--- config.mk ---
export PLATFORM = sky130hd
export DESIGN_NAME = excp_ctrl
export DESIGN_NICKNAME = d
export VERILOG_FILES = /design/src/rtl/excp_pkg.sv /design/src/rtl/excp_prio_enc.sv /design/src/rtl/excp_ctrl.sv
export SDC_FILE = /design/constraint.sdc
export NUM_CORES = 1
export LEC_CHECK = 0
export CAP_MARGIN = 20
export CORE_AREA = 2 2 119 121
export CTS_CLUSTER_DIAMETER = 40
export DETAILED_ROUTE_END_ITERATION = 10
export DIE_AREA = 0 0 121 123
export PLACE_DENSITY = 0.74
export SYNTH_ARGS = -nofsm -noshare
export SYNTH_HDL_FRONTEND = slang
export SYNTH_HIERARCHICAL = 1
export SYNTH_SLANG_ARGS = --single-unit
--- constraint.sdc ---
create_clock -name clk -period 4.9 [get_ports clk]
set_input_delay 0.98 -clock clk [delete_from_list [all_inputs] [get_ports clk]]
set_output_delay 0.98 -clock clk [all_outputs]
set_load 0.01 [all_outputs]
--- src/rtl/excp_pkg.sv ---
// Shared definitions for the MEM-stage exception controller: flag positions,
// exception codes, CP0 register addresses and the controller FSM states.
package excp_pkg;

  localparam int FLAG_SYSCALL = 8;
  localparam int FLAG_INV     = 9;
  localparam int FLAG_TRAP    = 10;
  localparam int FLAG_OV      = 11;
  localparam int FLAG_ERET    = 12;

  localparam logic [31:0] EXCP_INT     = 32'h0000_0001;
  localparam logic [31:0] EXCP_SYSCALL = 32'h0000_0008;
  localparam logic [31:0] EXCP_INV     = 32'h0000_000a;
  localparam logic [31:0] EXCP_TRAP    = 32'h0000_000d;
  localparam logic [31:0] EXCP_OV      = 32'h0000_000c;
  localparam logic [31:0] EXCP_ERET    = 32'h0000_000e;

  localparam logic [31:0] EXC_VECTOR = 32'h0000_0020;

  localparam logic [4:0] CP0_STATUS = 5'd12;
  localparam logic [4:0] CP0_CAUSE  = 5'd13;
  localparam logic [4:0] CP0_EPC    = 5'd14;

  typedef enum logic {
    ST_IDLE  = 1'b0,
    ST_FLUSH = 1'b1
  } state_t;

endpackage

--- src/rtl/excp_prio_enc.sv ---
// Fixed-priority encoder: interrupt first, then the MEM-stage exception flags.
module excp_prio_enc
  import excp_pkg::*;
(
  input  logic        int_pend,
  input  logic [4:0]  flags,
  output logic        take,
  output logic        is_eret,
  output logic [31:0] code
);

  // flags[k] corresponds to instruction flag bit (k + FLAG_SYSCALL)
  always_comb begin
    take    = 1'b1;
    is_eret = 1'b0;
    code    = '0;
    if (int_pend) begin
      code = EXCP_INT;
    end else if (flags[FLAG_SYSCALL - FLAG_SYSCALL]) begin
      code = EXCP_SYSCALL;
    end else if (flags[FLAG_INV - FLAG_SYSCALL]) begin
      code = EXCP_INV;
    end else if (flags[FLAG_TRAP - FLAG_SYSCALL]) begin
      code = EXCP_TRAP;
    end else if (flags[FLAG_OV - FLAG_SYSCALL]) begin
      code = EXCP_OV;
    end else if (flags[FLAG_ERET - FLAG_SYSCALL]) begin
      code    = EXCP_ERET;
      is_eret = 1'b1;
    end else begin
      take = 1'b0;
    end
  end

endmodule

--- src/rtl/excp_ctrl.sv ---
// MEM-stage exception/interrupt controller: forwards pending CP0 writes, picks
// the event to take, and issues a registered commit strobe, flush and redirect.
module excp_ctrl
  import excp_pkg::*;
#(
  parameter int DATA_W = 32
) (
  input  logic              clk,
  input  logic              rst,
  input  logic              mem_valid_i,
  input  logic [DATA_W-1:0] mem_pc_i,
  input  logic              mem_in_delayslot_i,
  input  logic [DATA_W-1:0] mem_excp_flags_i,
  input  logic [DATA_W-1:0] cp0_status_i,
  input  logic [DATA_W-1:0] cp0_cause_i,
  input  logic [DATA_W-1:0] cp0_epc_i,
  input  logic              wb_cp0_we_i,
  input  logic [4:0]        wb_cp0_waddr_i,
  input  logic [DATA_W-1:0] wb_cp0_data_i,
  output logic              mem_kill_o,
  output logic              excp_valid_o,
  output logic [DATA_W-1:0] excp_code_o,
  output logic [DATA_W-1:0] excp_pc_o,
  output logic              excp_delayslot_o,
  output logic              flush_o,
  output logic [DATA_W-1:0] new_pc_o
);

  state_t state, state_nxt;

  logic [DATA_W-1:0] status_fwd, cause_fwd, epc_fwd;
  logic              int_pend;
  logic              enc_take, enc_eret;
  logic [31:0]       enc_code;
  logic              take;
  logic              unused_bits;

  always_comb begin
    status_fwd = cp0_status_i;
    epc_fwd    = cp0_epc_i;
    cause_fwd  = cp0_cause_i;
    if (wb_cp0_we_i && wb_cp0_waddr_i == CP0_STATUS) status_fwd = wb_cp0_data_i;
    if (wb_cp0_we_i && wb_cp0_waddr_i == CP0_EPC)    epc_fwd    = wb_cp0_data_i;
    // Only the software-interrupt bits of Cause are writable by mtc0
    if (wb_cp0_we_i && wb_cp0_waddr_i == CP0_CAUSE)  cause_fwd[9:8] = wb_cp0_data_i[9:8];
  end

  assign int_pend = status_fwd[0] && !status_fwd[1] &&
                    ((cause_fwd[15:8] & status_fwd[15:8]) != 8'd0);

  excp_prio_enc u_prio_enc (
    .int_pend (int_pend),
    .flags    (mem_excp_flags_i[FLAG_ERET:FLAG_SYSCALL]),
    .take     (enc_take),
    .is_eret  (enc_eret),
    .code     (enc_code)
  );

  assign take       = (state == ST_IDLE) && mem_valid_i && enc_take;
  assign mem_kill_o = take;

  assign unused_bits = ^{mem_excp_flags_i[DATA_W-1:FLAG_ERET+1],
                         mem_excp_flags_i[FLAG_SYSCALL-1:0],
                         status_fwd[DATA_W-1:16], status_fwd[7:2],
                         cause_fwd[DATA_W-1:16], cause_fwd[7:0]};

  always_comb begin
    state_nxt = state;
    case (state)
      ST_IDLE:  if (take) state_nxt = ST_FLUSH;
      ST_FLUSH: state_nxt = ST_IDLE;
      default:  state_nxt = ST_IDLE;
    endcase
  end

  // Stage p1: registered commit strobe, exception record, flush and redirect
  logic              vld_p1, flush_p1, ds_p1;
  logic [DATA_W-1:0] code_p1, pc_p1, new_pc_p1;

  always_ff @(posedge clk) begin
    if (rst) begin
      state     <= ST_IDLE;
      vld_p1    <= 1'b0;
      flush_p1  <= 1'b0;
      ds_p1     <= 1'b0;
      code_p1   <= '0;
      pc_p1     <= '0;
      new_pc_p1 <= '0;
    end else begin
      state    <= state_nxt;
      vld_p1   <= take;
      flush_p1 <= take;
      if (take) begin
        ds_p1     <= mem_in_delayslot_i;
        code_p1   <= DATA_W'(enc_code);
        pc_p1     <= mem_pc_i;
        new_pc_p1 <= enc_eret ? epc_fwd : DATA_W'(EXC_VECTOR);
      end
    end
  end

  assign excp_valid_o     = vld_p1;
  assign flush_o          = flush_p1;
  assign excp_delayslot_o = ds_p1;
  assign excp_code_o      = code_p1;
  assign excp_pc_o        = pc_p1;
  assign new_pc_o         = new_pc_p1;

endmodule

==> flow_summary_export.csv <==
group,metric,value,unit
placed_design,post-place-ws,-0.3686,ns
clock_network,htreeDepth,3,
min_path,min_path_cells,2,
setup_path,r2r-end,"new_pc_o[29]$_SDFFE_PP0P_",
timing,layout_min_cycle_time,4.814,ns
min_path,hold_path_end,"excp_code_o[13]$_SDFFE_PP0P_",
die,io_pins,302,
die,dieArea,0.01488,mm2
clock_network,cts_sinks,99,
min_path,min_from,"excp_code_o[13]$_SDFFE_PP0P_",
power_and_ir_drop,total_power,1.903,mW
timing,worst_slew_pin_slew,1.052,ns
timing,fin_ws,0.08640,ns
synthesis,syn_area,0.004385,mm2
placed_design,port_buffers,228,
clock_network,clkTransAtPathRegs,0.07,ns
final_layout,mostFrequentLayoutCells,"clkdlybuf4s50_1 (223), nand2_1 (133), dfxtp_1 (99), a21oi_1 (67), conb_1 (28)",
final_layout,multi_input_area,0.002102,mm2
synthesis,synth_cells,500,
power_and_ir_drop,cellPowerDensity,269.8,mW/mm2
final_layout,area.growth.synth_to_final,60.86,%
synthesis,synth_seq_area_share,0.4519,
synthesis,avgSynthCellArea,8.771,um2
synthesis,synthDistinctLibCells,38,
global_routing,grt_use_total,0.1640,
routing,avgRoutedWirePerCell,14.09,um
die,chipHeight,123,um
timing,relSlewSlack,0.2988,
routing,drt_iter0_markers,171,
synthesis,synth_area_leaders,"dfxtp_1 (45%), nand2_1 (11%), a21oi_1 (7.6%)",
clock_network,clk_latency,0.34,ns
clock_network,clk_path_buf_depth,2,
die,core_area,0.01361,mm2
die,rows,43,
timing,hold_viol,0,
setup_path,startpoint_type,"input port",
synthesis,synth_top_area_frac,0.4519,
timing,setup_viol_count_final,0,
min_path,min_path_type,"reg -> reg",
final_layout,diodes,0,
timing,fin_skew,0.004604,ns
global_routing,grt_pass1_vias,4024,
final_layout,nets,920,
synthesis,synth_seq_cells,99,
timing,tns,0,ns
setup_path,critical_path.max_fanout,6,
setup_path,worstReg2RegStart,"state$_SDFF_PP0_",
power_and_ir_drop,p_leak,2.618,nW
setup_path,crit_type,"in -> out",
final_layout,ff_latch_area,0.001982,mm2
clock_network,cts_tree,"done",
clock_network,clock-root-buffer,"clkbuf_16",
synthesis,yosys.area.top_type,"dfxtp_1",
timing,post-route-period-util,0.9824,
final_layout,drive_above_1_share,0.1162,
setup_path,cp.required,3.92,ns
routing,ant_nets,0,
global_routing,antenna_found_initial,0,
synthesis,yosysWarnings,6,
global_routing,grt_max_degree,100,
power_and_ir_drop,irDropWorstVdd,200.5,uV
clock_network,cts_buffers,9,
routing,drc,0,
routing,first_pass_iters,4,
placed_design,routabilityCongestion,0.8104,
setup_path,r2r_cells,7,
global_routing,overflow,0,
die,start_util,0.3222,
global_routing,grt_pass1_wl,19360,um
setup_path,reg2reg_slack,3.00,ns
routing,vias_per_cell,4.563,
timing,fin_hold_ws,0.4530,ns
final_layout,layout_commonest_cell,"clkdlybuf4s50_1",
timing,final_max_slew_viol_count,0,
timing,fmax,0.2077,GHz
routing,via_count,4120,
run_status,status,"complete, no violations",
setup_path,arrival,3.83,ns
setup_path,crit_path_end_kind,"output pin",
routing,finalWirelength,12730,um
die,fp.dieW,121,um
final_layout,fillers,1253,
run,drv_cap,0,
placed_design,hpwl,9014,um
## what timing repair did
action	CTS	global route
pin swaps	4	3
endpoints found under the setup margin	1	7
resized for setup	10	1
hold buffers	0	0
setup buffers	4	2
## per-layer routing
metal  wire length (um)  part of all wire  up-vias  GRT usage
met5                  0                 0        -          0
met4                116            0.0091        0    0.03779
met3               1384              0.11       13    0.07472
met2               6243              0.49      160     0.2897
met1               4982              0.39     1890     0.1801
li1                   -                 -     2057          -
## synth_stat cells
cell and number:
a41oi_2 1, a22oi_1 23, buf_1 3, a221oi_2 1, mux2_2 6, mux2_4 6
nand2_1 133, a22oi_2 11, a21o_2 1, or4_1 1, nor3_1 2, nor3_4 1
a221oi_1 1, conb_1 1, mux2_1 23, clkbuf_1 15, dfxtp_1 99, nor3b_1 3
nor3b_4 1, nor2_1 24, and2_1 1, nand4b_4 1, nor4_1 1, a31oi_1 3
o21ai_0 1, mux2i_1 1, a211oi_2 1, or3_1 1, buf_6 4, inv_1 1
a21oi_1 67, buf_4 33, buf_2 10, nor2_2 15, inv_2 1, o21a_1 1
or2_1 1, o31a_2 1
## registers in the layout, summed over array words and instances, names as in the netlist
name,count
excp_code_o,32
flush_o,1
new_pc_o,32
excp_pc_o,32
excp_delayslot_o,1
state,1
## how the worst max path moves through the flow
| stage | to | slack (ns) | depth (start not counted) | from |
|---|---|---|---|---|
| floorplan | mem_kill_o | 0.36 | 12 | wb_cp0_waddr_i[4] |
| global placement | mem_kill_o | -0.36 | 12 | wb_cp0_waddr_i[3] |
| detailed placement | mem_kill_o | -0.37 | 12 | wb_cp0_waddr_i[3] |
| CTS | mem_kill_o | 0.0005 | 13 | wb_cp0_waddr_i[4] |
| global route | mem_kill_o | -0.02 | 14 | wb_cp0_waddr_i[4] |
| finish | mem_kill_o | 0.09 | 13 | wb_cp0_waddr_i[4] |
## power by group
part           internal [mW]  total (mW)  switching [mW]
sequential             0.839       0.856          0.0173
combinational          0.194       0.333           0.139
clock                  0.410       0.714           0.304
total                   1.44        1.90           0.461
## cells by family (layout without fill, tap and decap cells)
logic type | after synthesis | after routing | synth area share
simple gates | 185 | 185 | 0.1840
compound gates | 112 | 112 | 0.1706
flops | 99 | 99 | 0.4519
buf+inv | 67 | 263 | 0.09529
mux | 36 | 36 | 0.09729
other cells | 1 | 28 | 0.0008551
## worst max-delay path, stage by stage
cell and delay (ns):
clkdlybuf4s50_1 0.40, nand4b_4 0.19, nor3_4 0.19, buf_6 0.15
mux2_4 0.31, a221oi_2 0.27, a41oi_2 0.20, or4_1 0.45
or3_1 0.31, nand2_1 0.08, or2_4 0.12, inv_2 0.03
buf_2 0.14
## per-stage QoR
step,instances,instance area (um2),utilization
floorplan,527,4487,-
global placement,880,6671,0.4901
detailed placement,880,6671,0.4901
CTS,900,7007,0.5148
global route,903,7054,0.5182
finish,903,7054,0.5182
## cell type report
| cell class | count | share of cell area |
|---|---|---|
| tap | 180 | 0.03193 |
| inverter | 2 | 0.001064 |
| sequential | 99 | 0.2810 |
| timing repair buffer | 245 | 0.3452 |
| clock buffer | 10 | 0.03388 |
| clock inverter | 6 | 0.009046 |
| multi-input combinational | 361 | 0.2980 |
(Power assumes the default switching activity.)
